[src/rtl/aes_bram_pkg.sv]
// Shared types and constants for the AES data-BRAM responder.
// Holds the FSM encoding, requester ids and the address legality rule.
package aes_bram_pkg;

   typedef enum logic [1:0] {
      ST_IDLE    = 2'd0,
      ST_ISSUE   = 2'd1,
      ST_RD_WAIT = 2'd2,
      ST_RESP    = 2'd3
   } aes_bram_state_e;

   localparam logic REQ_ENGINE = 1'b0;
   localparam logic REQ_HOST   = 1'b1;

   localparam int RD_LAT_MIN = 1;
   localparam int RD_LAT_MAX = 3;

   localparam logic [31:0] ERR_RDATA = 32'h0;

   // Range check is done on the full 32-bit offset, before truncation to the BRAM index.
   function automatic logic addr_illegal(input logic [31:0] addr,
                                         input logic [31:0] base,
                                         input int          addr_w);
      logic [31:0] off;
      off = addr - base;
      return (addr[1:0] != 2'b00) || (addr < base) || ((off >> (addr_w + 2)) != 32'd0);
   endfunction

endpackage

[src/rtl/aes_bram_req_tracker.sv]
// Per-requester release tracker: once served, a requester must drop its
// request line(s) before it becomes eligible again.
module aes_bram_req_tracker (
   input  logic aes_clk,
   input  logic aes_rst,
   input  logic req,
   input  logic done,
   output logic eligible
);

   logic served;

   // A line already low at its own completion edge needs no further release.
   always_ff @(posedge aes_clk or posedge aes_rst) begin
      if (aes_rst) begin
         served <= 1'b0;
      end else if (done) begin
         served <= req;
      end else if (!req) begin
         served <= 1'b0;
      end
   end

   assign eligible = req & ~served;

endmodule

[src/rtl/aes_bram_responder.sv]
// Memory-side responder: arbitrates AES engine and host word accesses onto a
// single-port BRAM and returns a one-cycle completion per request.
module aes_bram_responder
   import aes_bram_pkg::*;
#(
   parameter int          ADDR_W       = 12,
   parameter int          READ_LATENCY = 2,
   parameter logic [31:0] BASE_ADDR    = 32'h0
) (
   input  logic              aes_clk,
   input  logic              aes_rst,
   input  logic              aes_start_read,
   input  logic              aes_start_write,
   input  logic [31:0]       aes_bram_addr,
   input  logic [31:0]       aes_bram_write_data,
   output logic [31:0]       aes_bram_read_data,
   output logic              bram_complete,
   output logic              bram_err,
   input  logic              host_req,
   input  logic              host_we,
   input  logic [31:0]       host_addr,
   input  logic [31:0]       host_wdata,
   output logic [31:0]       host_rdata,
   output logic              host_ack,
   output logic              mem_en,
   output logic              mem_we,
   output logic [ADDR_W-1:0] mem_addr,
   output logic [31:0]       mem_din,
   input  logic [31:0]       mem_dout,
   output logic [1:0]        dbg_state
);

   if (READ_LATENCY < RD_LAT_MIN || READ_LATENCY > RD_LAT_MAX) begin : g_bad_latency
      $error("aes_bram_responder: READ_LATENCY must be in 1..3");
   end

   localparam logic [1:0] RD_LAST = 2'(READ_LATENCY - 1);

   aes_bram_state_e   state_q, state_d;
   logic              gnt_q, last_q, we_q, err_q;
   logic [ADDR_W-1:0] addr_q;
   logic [31:0]       wdata_q, rd_q, eng_rd_q;
   logic [1:0]        cnt_q;

   logic              eng_req, eng_elig, host_elig, eng_done, host_done;
   logic              grant_valid, grant_id, req_we, req_illegal;
   logic [31:0]       req_addr, req_wdata;
   logic [ADDR_W-1:0] req_word;
   logic              resp, rd_last, eng_rd_upd;

   assign eng_req = aes_start_read | aes_start_write;

   aes_bram_req_tracker u_eng_trk (
      .aes_clk  (aes_clk),
      .aes_rst  (aes_rst),
      .req      (eng_req),
      .done     (eng_done),
      .eligible (eng_elig)
   );

   aes_bram_req_tracker u_host_trk (
      .aes_clk  (aes_clk),
      .aes_rst  (aes_rst),
      .req      (host_req),
      .done     (host_done),
      .eligible (host_elig)
   );

   // Arbitration and request selection: alternate on contention.
   always_comb begin
      grant_valid = eng_elig | host_elig;
      if (eng_elig && host_elig) begin
         grant_id = ~last_q;
      end else if (eng_elig) begin
         grant_id = REQ_ENGINE;
      end else begin
         grant_id = REQ_HOST;
      end
      if (grant_id == REQ_ENGINE) begin
         req_addr    = aes_bram_addr;
         req_wdata   = aes_bram_write_data;
         req_we      = aes_start_write;
         req_illegal = addr_illegal(aes_bram_addr, BASE_ADDR, ADDR_W)
                       | (aes_start_read & aes_start_write);
      end else begin
         req_addr    = host_addr;
         req_wdata   = host_wdata;
         req_we      = host_we;
         req_illegal = addr_illegal(host_addr, BASE_ADDR, ADDR_W);
      end
      req_word = ADDR_W'((req_addr - BASE_ADDR) >> 2);
   end

   // Illegal requests still spend their ISSUE cycle, without strobing the BRAM,
   // so every non-read completion lands two cycles after acceptance.
   always_comb begin
      state_d = state_q;
      mem_en  = 1'b0;
      mem_we  = 1'b0;
      case (state_q)
         ST_IDLE: begin
            if (grant_valid) begin
               state_d = ST_ISSUE;
            end
         end
         ST_ISSUE: begin
            if (err_q) begin
               state_d = ST_RESP;
            end else begin
               mem_en  = 1'b1;
               mem_we  = we_q;
               state_d = we_q ? ST_RESP : ST_RD_WAIT;
            end
         end
         ST_RD_WAIT: begin
            if (cnt_q == RD_LAST) begin
               state_d = ST_RESP;
            end
         end
         ST_RESP: begin
            state_d = ST_IDLE;
         end
         default: state_d = ST_IDLE;
      endcase
   end

   assign resp       = (state_q == ST_RESP);
   assign rd_last    = (state_q == ST_RD_WAIT) && (cnt_q == RD_LAST);
   assign eng_done   = resp && (gnt_q == REQ_ENGINE);
   assign host_done  = resp && (gnt_q == REQ_HOST);
   assign eng_rd_upd = eng_done && (!we_q || err_q);

   always_ff @(posedge aes_clk or posedge aes_rst) begin
      if (aes_rst) begin
         state_q  <= ST_IDLE;
         gnt_q    <= REQ_ENGINE;
         last_q   <= REQ_HOST;
         we_q     <= 1'b0;
         err_q    <= 1'b0;
         addr_q   <= '0;
         wdata_q  <= 32'h0;
         rd_q     <= 32'h0;
         eng_rd_q <= 32'h0;
         cnt_q    <= 2'd0;
      end else begin
         state_q <= state_d;
         if (state_q == ST_IDLE && grant_valid) begin
            gnt_q   <= grant_id;
            last_q  <= grant_id;
            we_q    <= req_we;
            err_q   <= req_illegal;
            addr_q  <= req_word;
            wdata_q <= req_wdata;
            rd_q    <= ERR_RDATA;
         end
         if (state_q == ST_ISSUE) begin
            cnt_q <= 2'd0;
         end else if (state_q == ST_RD_WAIT) begin
            cnt_q <= cnt_q + 2'd1;
         end
         if (rd_last) begin
            rd_q <= mem_dout;
         end
         if (eng_rd_upd) begin
            eng_rd_q <= rd_q;
         end
      end
   end

   assign mem_addr           = addr_q;
   assign mem_din            = wdata_q;
   assign bram_complete      = eng_done;
   assign bram_err           = eng_done && err_q;
   assign host_ack           = host_done;
   assign host_rdata         = host_done ? rd_q : 32'h0;
   assign aes_bram_read_data = eng_rd_upd ? rd_q : eng_rd_q;
   assign dbg_state          = state_q;

endmodule
[config.mk]
export PLATFORM = sky130hd
export DESIGN_NAME = aes_bram_responder
export DESIGN_NICKNAME = d
export VERILOG_FILES = /design/src/rtl/aes_bram_pkg.sv /design/src/rtl/aes_bram_req_tracker.sv /design/src/rtl/aes_bram_responder.sv
export SDC_FILE = /design/constraint.sdc
export NUM_CORES = 1
export LEC_CHECK = 0
export CAP_MARGIN = 20
export CORE_MARGIN = 10
export CORE_UTILIZATION = 40
export CTS_CLUSTER_SIZE = 24
export DETAILED_ROUTE_END_ITERATION = 10
export PLACE_DENSITY = 0.94
export SLEW_MARGIN = 20
export SYNTH_ARGS = -nofsm -noshare
export SYNTH_HDL_FRONTEND = slang
export SYNTH_HIERARCHICAL = 1
export SYNTH_SLANG_ARGS = --single-unit
[constraint.sdc]
create_clock -name aes_clk -period 5.2 [get_ports aes_clk]
set_input_delay 0.78 -clock aes_clk [delete_from_list [all_inputs] [get_ports aes_clk]]
set_output_delay 0.78 -clock aes_clk [all_outputs]
set_load 0.005 [all_outputs]
---- Word level (Yosys, flattened, before mapping) ----
Cells that the tools add are included.
storage, ports and cells
  bits in registers ....................... 118
  bits in latches ......................... 0
  bits in writable memories ............... 0
  memory bits (read-only) ................. 0
  input port bits ......................... 166
  output and inout port bits .............. 115
  logic and storage cells ................. 79
  memories kept ........................... 0
operators by class
  add/subtract/negate cells ............... 1
  multiply operators ...................... 0
  div/mod/pow operators ................... 0
  magnitude comparators ................... 2
  equal/unequal tests ..................... 8
  shifts and indexed selects .............. 0
  mux-type cells .......................... 25
  bitwise operators ....................... 10
  reduce and logical (&&, ||, !) cells .... 21
operator list
  operator                                                                       count
  32-bit 2-to-1 mux                                                              5
  32-bit by 1-bit less-than comparator with 1-bit output, second input constant  2
  32-bit nonzero test                                                            2
  1-bit 2-to-1 mux                                                               14
  14-bit 2-to-1 mux                                                              1
  2-bit 2-to-1 mux                                                               4
  2-bit one-hot mux with 4 select lines                                          1
  2-bit nonzero test                                                             4
  1-bit logical AND                                                              7
  2-bit != test, second input constant                                           3
  1-bit logical OR                                                               5
  2-bit by 1-bit equality test with 1-bit output, second input constant          2
  2-bit equality test, second input constant                                     2
  1-bit inverter                                                                 4
  1-bit AND                                                                      3
  1-bit bitwise OR                                                               3
  2-bit by 1-bit adder with 2-bit output, second input constant                  1
  2-bit zero test                                                                1
  2-bit by 1-bit != test with 1-bit output, second input constant                1
  2-bit AND reduction                                                            1
  1-bit zero test                                                                1

---- Depth between registers and ports, before layout ----
  depth in word-level cells ............... 6
  mapped depth ............................ 8
  mapped depth without buffers ............ 6

---- Cells and area by module ----
Netlist, hierarchy kept.
by module, submodules not included
  module                instances  cells each  area an instance (um2)  sequential area each (um2)
  aes_bram_responder    1          459         5211.2                  2904.0
  aes_bram_req_tracker  2          4           42.5                    25.0

---- Worst setup path before layout ----
Ideal clock, no wire load.
  kind .................................... flip-flop to output port
  from .................................... register state_q[0], in the netlist dbg_state[0]
  to ...................................... output port aes_bram_read_data[10]
  arrival time ............................ 1.450 ns
  required time ........................... 4.420 ns
  slack ................................... 2.970 ns
  cell stages (with the launch flop) ...... 6
  buffers on the path ..................... 1
  path through ............................ dfrtp_1 ha_1 nor2b_4 o21ai_2 buf_6 mux2_4
between the ends
  word-level cells in the longest chain between the ends .. 4
ends and longest elaborated chain
  element                   RTL line                   RTL
  start: declaration        aes_bram_responder.sv:39   aes_bram_state_e state_q, state_d;
  start signal: assignment  aes_bram_responder.sv:146  state_q <= state_d;
  2-bit equality test       aes_bram_responder.sv:127  assign resp = (state_q == ST_RESP);
  1-bit logical AND         aes_bram_responder.sv:129  assign eng_done = resp && (gnt_q == REQ_ENGINE);
  via bram_complete         aes_bram_responder.sv:17   output logic bram_complete,
  1-bit logical AND         aes_bram_responder.sv:131  assign eng_rd_upd = eng_done && (!we_q || err_q);
  32-bit 2-to-1 mux         --
  end: declaration          aes_bram_responder.sv:16   output logic [31:0] aes_bram_read_data,
The timed path passes the listed nets, and every way through them passes these cells.

---- Worst setup path after layout ----
  from .................................... register state_q[0], in the netlist dbg_state[0]
  to ...................................... output port aes_bram_read_data[31]
between the ends
  word-level cells in the longest chain between the ends .. 4
ends and longest elaborated chain
  element              RTL line
  2-bit equality test  aes_bram_responder.sv:127
  1-bit logical AND    aes_bram_responder.sv:129
  1-bit logical AND    aes_bram_responder.sv:131
  32-bit 2-to-1 mux    --
Every way passes these cells.

==> qor.json <==
{
  "status": {
    "status": "finished clean"
  },
  "timing": {
    "max_slew_violations": 0,
    "max_slew_margin": 0.334,
    "totalNegativeSetupSlack_ps": 0,
    "timing.clock.skew_ps": 9.53,
    "rsz0062_at_grt": "false",
    "setup-violations-final": 0,
    "highest_clock_rate_mhz": 287,
    "worstMarginPinSlew_ps": 999,
    "period_share": 0.669,
    "finalCriticalPeriod_ps": 3480,
    "hold_viol_final": 0,
    "worst_path_setup_slack_after_routing_ps": 1720
  },
  "placement": {
    "port_buffers": 280,
    "detailed_place.area_um2": 8160,
    "globalplace.congestion": 0.800,
    "place_ws_ps": 1790,
    "dp_hpwl_um": 13800
  },
  "logic_synthesis": {
    "synthFlopType": "dfrtp_1",
    "synth-async-reset-ratio": 1.00,
    "synthDistinctLibCells": 30,
    "seq_area_frac_synth": 0.558,
    "syn_area_per_cell_um2": 11.3,
    "yosysWarnings": 6,
    "synth_cells": 467,
    "top_area_cells_in_the_synthesized_netlist": "dfrtp_1, a222oi_1, mux2_4",
    "syn_nets": 638,
    "synth_enable_flop_cells": 0,
    "yosysTopAreaCell": "dfrtp_1",
    "postSynthRegisterBits": 118,
    "yosys.area.top_type_share": 0.553,
    "synth.cell_area_um2": 5300
  },
  "power_and_ir_drop": {
    "total_leakage_power_uw": 0.00416,
    "p_comb_frac": 0.419,
    "ir_drop_v": 0.000366,
    "power.share.switching": 0.325,
    "fin_total_pwr_uw": 4800,
    "power.clock.fraction": 0.258,
    "net_load_switching_power_uw": 1560,
    "power.share.sequential": 0.323,
    "power.density_nw_per_um2": 540,
    "cell_internal_pwr_uw": 3240
  },
  "finish": {
    "layout-drive-gt1-share": 0.106,
    "net_count_reported_at_finish": 913,
    "layout-area-overhead-vs-synth_pct": 67.9,
    "n_antenna_cell": 0,
    "design_area_um2": 8890
  },
  "worst_setup_path": {
    "worst-path-max-fanout": 32,
    "worstSetupPathType": "reg2out",
    "critical_path.endpoint_type": "primary output",
    "arrival_ps": 2700,
    "cp_data_required_time_ps": 4420,
    "critical_path.startpoint_type": "flip-flop"
  },
  "grt": {
    "grt_use_total": 0.204,
    "global_route.usage.met1": 0.214,
    "groute.layer.met3.usage": 0.0868,
    "global_route.usage.met2": 0.356,
    "grt_antenna_before_repair": 0,
    "grt_pass1_vias": 5307,
    "grt_max_degree": 83,
    "grt_busiest_layer": "met2",
    "grt_first_pass_wirelength_um": 29100,
    "grt.overflow.total": 0
  },
  "clock_tree": {
    "cts_repair_resize_count": 0,
    "cts_max_level": 4,
    "cts.path.max_buffers": 2,
    "clk_latency_worst_skew_pair_ps": 410,
    "cts.hold.buffers_added": 0,
    "clk_pin_slew_worst_paths_ps": 50,
    "post-cts-setup-buffer-count": 0,
    "tritoncts_clock_tree": "built",
    "cts_num_sinks": 118,
    "cts_made_buffers": 17,
    "clock_tree.root_cell": "clkbuf_16"
  },
  "route": {
    "remaining_drc_errors": 0,
    "via_count": 4906,
    "via_per_inst": 5.29,
    "drt-initial-drc-count": 432,
    "antenna_left": 0,
    "routed_wire_length_um": 19500,
    "detail_route.wl_per_cell_um": 21.0,
    "drt_pass1_iterations": 8
  },
  "die": {
    "fp.dieH_um": 135,
    "row_count": 41,
    "floorplan.initialDensity": 0.415,
    "ioPinCount": 281,
    "design.die.area_um2": 18200,
    "chipWidth_um": 135,
    "core_um2": 12800
  },
  "hold_path": {
    "worstHoldPathType": "reg2reg"
  },
  "job": {
    "max_cap_viol_count": 0
  }
}
-- flip-flops by register name, indices dropped and copies added (netlist names) --
signal,count
eng_rd_q,32
mem_din,32
rd_q,32
mem_addr,12
cnt_q,2
dbg_state,2
err_q,1
gnt_q,1
last_q,1
u_eng_trk/served,1
u_host_trk/served,1
we_q,1
-- power groups by stage --
stage / Combinational, uW / Sequential [uW] / Clock, uW
after floorplan: 997 / 1500 / 0
after global placement: 1880 / 1520 / 0
after detailed placement: 1950 / 1540 / 0
after CTS: 1970 / 1550 / 1250
after global routing: 2180 / 1590 / 1300
final: 2010 / 1550 / 1240
-- through the flow --
step           std cells  utilization  hold slack (ps)
2_1_floorplan        467            -              464
3_3_place_gp         891        0.638              472
3_5_place_dp         891        0.638              473
4_1_cts              923        0.687              488
5_1_grt              927        0.696              503
6_report             927        0.696              490
-- Yosys cell counts (2+ instances only) --
| library cell | n |
|---|---|
| o21ai_0 | 33 |
| clkbuf_1 | 12 |
| ha_1 | 5 |
| o21a_1 | 2 |
| nand2_1 | 72 |
| a21oi_1 | 4 |
| mux2_4 | 30 |
| inv_1 | 54 |
| and2_1 | 4 |
| mux2_2 | 3 |
| and3_1 | 32 |
| nor4_1 | 10 |
| o21ai_1 | 5 |
| nand3_1 | 2 |
| nor2_1 | 3 |
| buf_6 | 12 |
| dfrtp_1 | 117 |
| buf_2 | 8 |
| a222oi_1 | 45 |
| nor2b_1 | 4 |
-- final timing paths --
kind / from / slack, ps / to / depth (start not counted)
max: dbg_state[0]$_DFFE_PP0P_ / 1720 / aes_bram_read_data[31] / 6
min: mem_din[22]$_DFFE_PP0P_ / 490 / mem_din[22]$_DFFE_PP0P_ / 2
max reg2reg: dbg_state[0]$_DFFE_PP0P_ / 3130 / mem_din[29]$_DFFE_PP0P_ / 7
min reg2reg: mem_din[22]$_DFFE_PP0P_ / 490 / mem_din[22]$_DFFE_PP0P_ / 2
max in group asynchronous: aes_rst / 3330 / last_q$_DFFE_PP1P_ / 4
min in group asynchronous: aes_rst / 620 / u_host_trk/served$_DFFE_PP0P_ / 2
-- critical path, cell delays in order (launching register included) --
cell and delay, ps:
dfrtp_1 420, ha_1 230, nor2b_4 150, o21ai_4 50
buf_4 510, mux2_2 410, clkdlybuf4s50_1 480
-- placed cells by master (no fill, tap or decap), drive strengths merged --
cell type,instances
clkdlybuf4s50,280
dfrtp,117
nand2,72
inv,54
a222oi,45
o21ai,40
mux2,33
and3,32
clkbuf,23
nor4,10
buf,9
a21oi,6
ha,5
nor2b,5
clkinv,4
bufinv,4
and2,4
nor2,3
nand3,2
o21a,2
or2,1
nor4b,1
nand4,1
clkinvlp,1
dfstp,1
-- per-layer routing --
| metal | share of wire | vias up |
|---|---|---|
| met1 | 0.36 | 2411 |
| met2 | 0.51 | 261 |
| met3 | 0.10 | 27 |
| li1 | - | 2207 |
| met5 | 0 | - |
| met4 | 0.020 | 0 |
-- layout make-up --
cell class	count	area, um2
Timing Repair Buffer	289	2960
Fill cell	878	3880
Inverter	54	205
Clock buffer	23	478
Tap cell	172	215
Clock inverter	9	148
Multi-Input combinational cell	262	1930
Sequential cell	118	2950
-- kinds of logic (layout without fill, tap and decap cells) --
kind of cell | count (synthesis) | after routing | share of synthesized area
and+or+nand+nor | 131 | 131 | 0.121
DFF | 118 | 118 | 0.558
AOI/OAI and AO/OA | 93 | 93 | 0.137
buffers and inverters | 87 | 375 | 0.0813
muxes | 33 | 33 | 0.0914
adders and majority gates | 5 | 5 | 0.0118
Note: power is estimated with default switching activity, not from simulation.
